--- src/rtl/call_ret_pkg.sv ---
`default_nettype none
// ============================================================================
// Module      : call_ret_pkg
// Description : Shared states and constants for the CALL/RET sequencer.
// Revision    : 1.0 - initial release
// ============================================================================
package call_ret_pkg;

    localparam int DEF_ADDR_W = 32;
    localparam int DEF_DEPTH  = 255;
    localparam int RET_INC    = 4;

    typedef enum logic [2:0] {
        ST_IDLE     = 3'd0,
        ST_PUSH     = 3'd1,
        ST_POP      = 3'd2,
        ST_POP_WAIT = 3'd3,
        ST_LOAD     = 3'd4,
        ST_ERR      = 3'd5
    } state_t;

endpackage
`default_nettype wire

--- src/rtl/stack_occ_counter.sv ---
`default_nettype none
// ============================================================================
// Module      : stack_occ_counter
// Description : Saturating occupancy counter for the return-address stack.
// Revision    : 1.0 - initial release
// ============================================================================
module stack_occ_counter
    import call_ret_pkg::*;
#(
    parameter int DEPTH = DEF_DEPTH,
    parameter int CNT_W = $clog2(DEPTH + 1)
) (
    input  logic             clk,
    input  logic             rst,
    input  logic             inc,
    input  logic             dec,
    output logic [CNT_W-1:0] count,
    output logic             full,
    output logic             empty
);

    localparam logic [CNT_W-1:0] c_max = CNT_W'(DEPTH);

    logic [CNT_W-1:0] r_count;
    logic             w_full;
    logic             w_empty;

    assign w_full  = (r_count == c_max);
    assign w_empty = (r_count == '0);

    // Saturates at both ends so the count can never wrap.
    always_ff @(posedge clk or negedge rst) begin
        if (!rst) begin
            r_count <= '0;
        end else if (inc && !dec && !w_full) begin
            r_count <= r_count + 1'b1;
        end else if (dec && !inc && !w_empty) begin
            r_count <= r_count - 1'b1;
        end
    end

    assign count = r_count;
    assign full  = w_full;
    assign empty = w_empty;

endmodule
`default_nettype wire

--- src/rtl/call_ret_seq.sv ---
`default_nettype none
// ============================================================================
// Module      : call_ret_seq
// Description : CALL/RET sequencer driving an external return-address stack.
// Revision    : 1.0 - initial release
// ============================================================================
module call_ret_seq
    import call_ret_pkg::*;
#(
    parameter int ADDR_W = DEF_ADDR_W,
    parameter int DEPTH  = DEF_DEPTH
) (
    input  logic              clk,
    input  logic              rst,
    input  logic              call_req,
    input  logic              ret_req,
    input  logic [ADDR_W-1:0] pc_in,
    input  logic [ADDR_W-1:0] target_addr,
    output logic              busy,
    output logic              done,
    output logic              pc_load,
    output logic [ADDR_W-1:0] pc_out,
    output logic              err_overflow,
    output logic              err_underflow,
    output logic              stk_enable,
    output logic              stk_push,
    output logic              stk_pop,
    output logic [ADDR_W-1:0] stk_wdata,
    input  logic [ADDR_W-1:0] stk_rdata,
    input  logic              stk_empty
);

    localparam int               c_cnt_w    = $clog2(DEPTH + 1);
    localparam logic [c_cnt_w-1:0] c_occ_full = c_cnt_w'(DEPTH);

    state_t              r_state;
    logic                r_busy;
    logic                r_done;
    logic                r_pc_load;
    logic [ADDR_W-1:0]   r_pc_out;
    logic                r_err_ovf;
    logic                r_err_unf;
    logic                r_stk_en;
    logic                r_stk_push;
    logic                r_stk_pop;
    logic [ADDR_W-1:0]   r_ret_addr;
    logic [ADDR_W-1:0]   r_target;

    logic [c_cnt_w-1:0]  w_occ;
    logic                w_full;
    logic                w_empty;
    logic                w_inc;
    logic                w_dec;

    assign w_inc = (r_state == ST_PUSH) && !w_full;
    assign w_dec = (r_state == ST_POP)  && !w_empty;

    stack_occ_counter #(
        .DEPTH (DEPTH),
        .CNT_W (c_cnt_w)
    ) u_occ (
        .clk   (clk),
        .rst   (rst),
        .inc   (w_inc),
        .dec   (w_dec),
        .count (w_occ),
        .full  (w_full),
        .empty (w_empty)
    );

    // All outputs are registered alongside the state, so each output pulse
    // lines up with the state it belongs to.
    always_ff @(posedge clk or negedge rst) begin
        if (!rst) begin
            r_state    <= ST_IDLE;
            r_busy     <= 1'b0;
            r_done     <= 1'b0;
            r_pc_load  <= 1'b0;
            r_pc_out   <= '0;
            r_err_ovf  <= 1'b0;
            r_err_unf  <= 1'b0;
            r_stk_en   <= 1'b0;
            r_stk_push <= 1'b0;
            r_stk_pop  <= 1'b0;
            r_ret_addr <= '0;
            r_target   <= '0;
        end else begin
            r_done     <= 1'b0;
            r_pc_load  <= 1'b0;
            r_err_ovf  <= 1'b0;
            r_err_unf  <= 1'b0;
            r_stk_en   <= 1'b0;
            r_stk_push <= 1'b0;
            r_stk_pop  <= 1'b0;
            case (r_state)
                ST_IDLE: begin
                    if (call_req) begin
                        r_ret_addr <= pc_in + ADDR_W'(RET_INC);
                        r_target   <= target_addr;
                        r_busy     <= 1'b1;
                        if (w_occ == c_occ_full) begin
                            r_state   <= ST_ERR;
                            r_err_ovf <= 1'b1;
                        end else begin
                            r_state    <= ST_PUSH;
                            r_stk_en   <= 1'b1;
                            r_stk_push <= 1'b1;
                        end
                    end else if (ret_req) begin
                        r_busy <= 1'b1;
                        if (w_occ == '0 || stk_empty) begin
                            r_state   <= ST_ERR;
                            r_err_unf <= 1'b1;
                        end else begin
                            r_state   <= ST_POP;
                            r_stk_en  <= 1'b1;
                            r_stk_pop <= 1'b1;
                        end
                    end
                end
                ST_PUSH: begin
                    r_state   <= ST_LOAD;
                    r_pc_out  <= r_target;
                    r_done    <= 1'b1;
                    r_pc_load <= 1'b1;
                end
                ST_POP: begin
                    r_state <= ST_POP_WAIT;
                end
                ST_POP_WAIT: begin
                    r_state   <= ST_LOAD;
                    r_pc_out  <= stk_rdata;
                    r_done    <= 1'b1;
                    r_pc_load <= 1'b1;
                end
                ST_LOAD, ST_ERR: begin
                    r_state <= ST_IDLE;
                    r_busy  <= 1'b0;
                end
                default: begin
                    r_state <= ST_IDLE;
                    r_busy  <= 1'b0;
                end
            endcase
        end
    end

    assign busy          = r_busy;
    assign done          = r_done;
    assign pc_load       = r_pc_load;
    assign pc_out        = r_pc_out;
    assign err_overflow  = r_err_ovf;
    assign err_underflow = r_err_unf;
    assign stk_enable    = r_stk_en;
    assign stk_push      = r_stk_push;
    assign stk_pop       = r_stk_pop;
    assign stk_wdata     = r_ret_addr;

endmodule
`default_nettype wire

--- config.mk ---
export PLATFORM = sky130hd
export DESIGN_NAME = call_ret_seq
export DESIGN_NICKNAME = d
export VERILOG_FILES = /design/src/rtl/call_ret_pkg.sv /design/src/rtl/stack_occ_counter.sv /design/src/rtl/call_ret_seq.sv
export SDC_FILE = /design/constraint.sdc
export NUM_CORES = 1
export LEC_CHECK = 0
export CORE_UTILIZATION = 47
export DETAILED_ROUTE_END_ITERATION = 6
export GPL_TIMING_DRIVEN = 0
export PLACE_DENSITY = 0.82
export SLEW_MARGIN = 0
export SYNTH_ARGS = -nofsm -noshare
export SYNTH_HDL_FRONTEND = slang
export SYNTH_SLANG_ARGS = --single-unit
export TNS_END_PERCENT = 10
--- constraint.sdc ---
create_clock -name clk -period 3.15 [get_ports clk]
set_input_delay 0.945 -clock clk [delete_from_list [all_inputs] [get_ports clk]]
set_output_delay 0.945 -clock clk [all_outputs]
set_load 0.1 [all_outputs]
* Yosys cells after proc, flatten, opt, wreduce, memory -nomap -nowiden
Cells that the tools add are included.
W data, S select, Z words.
** Storage, ports and cells
- Input bits :: 101
- Register bits :: 114
** Operators by class
- Bitwise operators :: 1
- Eq/ne operators :: 5
- Reductions and logical operators :: 19
- Mux-type cells :: 28
- Add/sub/neg operators :: 3
** Operators by type and width (number)
- $pmux W32 S2 :: 1
- $add A32 B3 Y32 const B :: 1
- $mux W1 :: 19
- $mux W8 :: 2
- $mux W3 :: 4
- $pmux W3 S3 :: 1
- $add A8 B1 Y8 const B :: 1
- $eq A8 B8 Y1 const B :: 1
- $logic_not A8 Y1 :: 1
- $sub A8 B1 Y8 const B :: 1
- $eq A3 B2 Y1 const B :: 2
- $logic_and A1 B1 Y1 :: 6
- $logic_not A1 Y1 :: 4
- $reduce_and A2 Y1 :: 2
- $reduce_bool A2 Y1 :: 2
- $eq A3 B1 Y1 const B :: 1
- $logic_not A3 Y1 :: 1
- $ne A3 B3 Y1 const B :: 1
- $reduce_or A3 Y1 :: 1
- $pmux W1 S2 :: 1
- $reduce_or A2 Y1 :: 1
- $logic_or A1 B1 Y1 :: 1
- $not A1 Y1 :: 1

* Depth between registers and ports, before layout
- Depth in word-level cells :: 8
- Mapped depth :: 9
- Depth with buffers taken out :: 8

* Modules after synthesis
A second synthesis with hierarchy kept.
** Second synthesis, totals
- Cells, all modules :: 594
- Area total of the unflattened synthesis :: 5589.1 µm²
** By module, submodules not included
- call_ret_seq :: sequential area each 2652.5 µm², cells each 523, area an instance 4860.9 µm², instances 1
- stack_occ_counter :: sequential area each 200.2 µm², cells each 71, area an instance 728.2 µm², instances 1

* Worst setup path after synthesis
Ideal clock, no wire load.
- Kind :: reg2reg
- From :: register r_state[0]
- To :: register u_occ.r_count[7] (netlist: u_occ.count[7])
- Stages on the path, launching flop included :: 10
- Data required time :: 3034 ps
- Setup slack :: 598 ps
- Data arrival time :: 2436 ps
- Clock period less this slack :: 2552 ps
- Path through :: dfrtp_1 > clkbuf_1 > or3b_2 > a21oi_1 > inv_1 > ha_1 > o21ai_0 > o21ai_0 > nand2_1 > o311ai_0
** On the way
- Word-level cells in the longest chain between the ends :: 6
- Elaborated cells on any way between the ends :: 12
- Those cells by class :: eq/ne (2); mux (1); reduce/logical (9)
** Ends and longest elaborated chain
- start: declaration :: line call_ret_seq.sv:36 : state_t r_state;
- start signal: assignment :: line call_ret_seq.sv:75 : r_state <= ST_IDLE;
- start signal: assignment :: line call_ret_seq.sv:102 : r_state <= ST_ERR;
- start signal: assignment :: line call_ret_seq.sv:105 : r_state <= ST_PUSH;
- $eq A3 B2 Y1 or $eq A3 B1 Y1 (tied branches) :: line call_ret_seq.sv:56, call_ret_seq.sv:55
- $logic_and A1 B1 Y1 (on tied branches) :: line call_ret_seq.sv:56, call_ret_seq.sv:55
- $logic_not A1 Y1 (on tied branches) :: line stack_occ_counter.sv:35, stack_occ_counter.sv:37
- $logic_and A1 B1 Y1 (on tied branches) (2 in series) :: line stack_occ_counter.sv:35, stack_occ_counter.sv:37
- $mux W8 or $reduce_bool A2 Y1 (tied branches)
- end signal: assignment :: line stack_occ_counter.sv:36 : r_count <= r_count + 1'b1;
- end signal: assignment :: line stack_occ_counter.sv:38 : r_count <= r_count - 1'b1;
- end: declaration :: line stack_occ_counter.sv:24 : logic [CNT_W-1:0] r_count;
Parallel ways exist; a longest one is shown, timed or not.
A chain may end at the register's enable or synchronous reset.

* Worst setup path after layout
- From :: register r_pc_load (netlist: pc_load)
- To :: output port pc_load
** RTL lines
- start: declaration :: line call_ret_seq.sv:39 : logic r_pc_load;
- start signal: assignment :: line call_ret_seq.sv:78 : r_pc_load <= 1'b0;
- start signal: assignment :: line call_ret_seq.sv:89 : r_pc_load <= 1'b0;
- start signal: assignment :: line call_ret_seq.sv:125 : r_pc_load <= 1'b1;
- end: declaration :: line call_ret_seq.sv:21 : output logic pc_load,
No word-level cell between the ends.

==> impl_metrics.env <==
export IMPL_grt_pass1_vias=5276
export IMPL_gr_total_overflow=0
export IMPL_fin_nets=888
export IMPL_clock_tree_buffer_depth=2
export IMPL_grt_first_pass_wirelength_um=24740
export IMPL_avgSynthCellArea_um2=9.337
export IMPL_min_path_type="reg2reg"
export IMPL_yosysWarnings=0
export IMPL_finalSetupViolCount=0
export IMPL_ys_types=47
export IMPL_syn_area_um2=5471
export IMPL_root_buffer="clkbuf_16"
export IMPL_via_count=5209
export IMPL_grt_setup_unrepaired="false"
export IMPL_final_layout_size_suffix_gt1_share_pct=6.448
export IMPL_place_congestion=0.8712
export IMPL_period_share_pct=93.31
export IMPL_area_growth_pct=46.88
export IMPL_io_pin_count=173
export IMPL_yosys_area_share_simple_pct=21.79
export IMPL_crit_chain="buf_4 -> clkdlybuf4s50_1"
export IMPL_worst_pin_slew_ns=1.018
export IMPL_path_class="reg2out"
export IMPL_dieHeight_um=109.9
export IMPL_crit_fanout=2
export IMPL_path_delay_family="buffers and inverters"
export IMPL_wl_per_cell_um=16.80
export IMPL_ys_ff_latch=114
export IMPL_fin_skew_ns=0.007940
export IMPL_hold_viol=0
export IMPL_cp_start_kind="flip-flop"
export IMPL_status="completed"
export IMPL_synth_top_family_by_area="simple AND/OR/NAND/NOR gates"
export IMPL_multi_input_area_um2=2466
export IMPL_row_count=39
export IMPL_endpoint_kind="output port"
export IMPL_synthArstFlopShare_pct=100.0
export IMPL_ys_seq_area_share_pct=52.14
export IMPL_cts_tree="yes"
export IMPL_routed_wl_um=15690
export IMPL_die_w_um=109.9
export IMPL_grt_max_degree=69
export IMPL_port_buffers=172
export IMPL_max_slew_margin_rel_pct=31.93
export IMPL_initial_core_util_pct=48.12
export IMPL_htreeDepth=4
export IMPL_cp_data_arrival_time_ns=1.99
export IMPL_die_area_um2=12080
export IMPL_path_clk_slew_ns=0.05
export IMPL_path_buf_inv=2
export IMPL_dr_pass1_iters=5
export IMPL_drv_cap=0
export IMPL_max_stage_delay_ns=1.11
export IMPL_core_area_um2=11370
export IMPL_antenna_found_initial=0
export IMPL_track_usage_pct=27.20
export IMPL_hpwl_um=11210
export IMPL_fill_cells=879
export IMPL_clock_sinks=114
export IMPL_synth_fa_ha_area_share_pct=2.195
export IMPL_crit_required_ns=2.20
export IMPL_cts_made_buffers=17
export IMPL_final_cell_area_um2=8036
export IMPL_drv_slew=0
export IMPL_synthMuxAreaShare_pct=6.654
export IMPL_viasPerCell=5.577
export IMPL_holdBufCountCts=0
export IMPL_diodes=0
export IMPL_max_freq_mhz=340.2
export IMPL_synth_xor_xnor_area_share_pct=2.721
export IMPL_drc=0
export IMPL_regArea_um2=2853
export IMPL_syn_inst=586
export IMPL_detail_route_iter0_violations=311
export IMPL_fin_crit_ns=2.939
export IMPL_synth_edf_count=0
export IMPL_insertion_delay_ns=0.42
export IMPL_ys_flop_type="dfrtp_1"
export IMPL_synth_fp_nets=696
export IMPL_slowest_stage="clkdlybuf4s50_1"
export IMPL_synth_compound_area_share_pct=11.53
export IMPL_placed_area_um2=7397
export IMPL_ant_nets=0
-- worst register-to-register path: cells and delay by family, from the launching register on --
| kind | cells | cell delay, ns |
|---|---|---|
| flip-flops | 1 | 0.31 |
| adder cells (fa/ha/maj) | 1 | 0.37 |
| AO/OA/AOI/OAI | 4 | 0.93 |
| AND/OR/NAND/NOR | 2 | 0.64 |
| buffers and inverters | 2 | 0.50 |
-- through the flow --
step                TNS (ns)  instances  setup WS, ns  hold WS, ns  utilization [%]
floorplan                  0        586        0.5979       0.4450                -
global placement     -356.09        901        -3.052       0.4591            64.84
detailed placement    -15.44        902       -0.4723       0.4613            65.06
CTS                        0        934        0.1353       0.4750            70.65
global route               0        934       0.06464       0.5006            70.68
finish                     0        934        0.2109       0.4694            70.68
-- layer usage --
metal	global-route usage, %	vias to the layer above	wire (µm)
met1	31.51	2528	6145
li1	-	2435	-
met4	13.14	0	455
met2	46.70	203	8039
met3	7.054	43	1049
met5	0	-	0
-- cells by family (layout without fill, tap and decap cells) --
| logic type | count (synthesis) | in the layout |
|---|---|---|
| adder cells (fa/ha/maj) | 9 | 9 |
| AO/OA/AOI/OAI | 108 | 108 |
| AND/OR/NAND/NOR | 263 | 263 |
| buffers and inverters | 39 | 244 |
| XOR/XNOR | 17 | 17 |
| flip-flops | 114 | 114 |
| multiplexers | 36 | 36 |
-- Yosys cell counts, drive strengths merged, types with 6 or more instances --
master,count,area (µm²)
xnor2,10,87.58
a31oi,12,75.07
nor2,20,75.07
ha,8,100.1
or4,9,71.32
nand3,21,110.1
clkbuf,23,86.33
a21oi,10,50.05
nand4,11,75.07
buf,9,50.05
nor3,9,45.04
dfrtp,114,2853
o31ai,8,60.06
o21ai,60,300.3
inv,7,26.28
nor4,7,43.79
xor2,7,61.31
mux2i,33,330.3
and3,6,37.54
nand2,166,623.1
-- flip-flops by register name, indices dropped and copies added (netlist names) --
signal and flops:
busy 1, err_overflow 1, err_underflow 1, pc_load 1, pc_out 32, r_state 3
r_target 32, stk_enable 1, stk_pop 1, stk_push 1, stk_wdata 32, u_occ.count 8
-- placed cells by master (no fill, tap or decap), drive strengths merged, types with 7 or more instances in the layout --
cell type,Yosys,layout
a31oi,12,12
xor2,7,7
nand4,11,11
inv,7,7
or4,9,9
nor4,7,7
clkbuf,23,45
buf,9,11
nand2,166,166
dfrtp,114,114
a21oi,10,10
nand3,21,21
nor2,20,20
o31ai,8,8
o21ai,60,60
nor3,9,9
ha,8,8
mux2i,33,33
xnor2,10,10
clkdlybuf4s50,0,171
-- path summary, 6_finish.rpt --
| path | startpoint | endpoint | slack [ns] | depth (start not counted) |
|---|---|---|---|---|
| max | pc_load | pc_load | 0.21 | 2 |
| min | r_target[1] | r_target[1] | 0.47 | 2 |
| max reg2reg | r_state[0] | u_occ.count[7] | 0.25 | 9 |
| min reg2reg | r_target[1] | r_target[1] | 0.47 | 2 |
| max in group asynchronous | rst | stk_wdata[20] | 1.88 | 2 |
| min in group asynchronous | rst | pc_out[17] | 0.53 | 1 |
-- cell type report --
cell class / instances / area share, %
Buffer: 32 / 1.697
Clock inverter: 10 / 1.931
Multi-Input combinational cell: 433 / 30.69
Inverter: 7 / 0.3269
Sequential cell: 114 / 35.50
Timing Repair Buffer: 173 / 21.73
Clock buffer: 22 / 5.901
Tap cell: 143 / 2.226
-- timing repair --
action | CTS | global route
endpoints found under the setup margin | 15 | 3
buffers inserted | 0 | 0
gates cloned | 0 | 0
gates resized for setup | 1 | 1
Power is left out: the tool's default activity adds up to more than one toggle a clock period on the data nets, which glitch-free logic cannot reach.
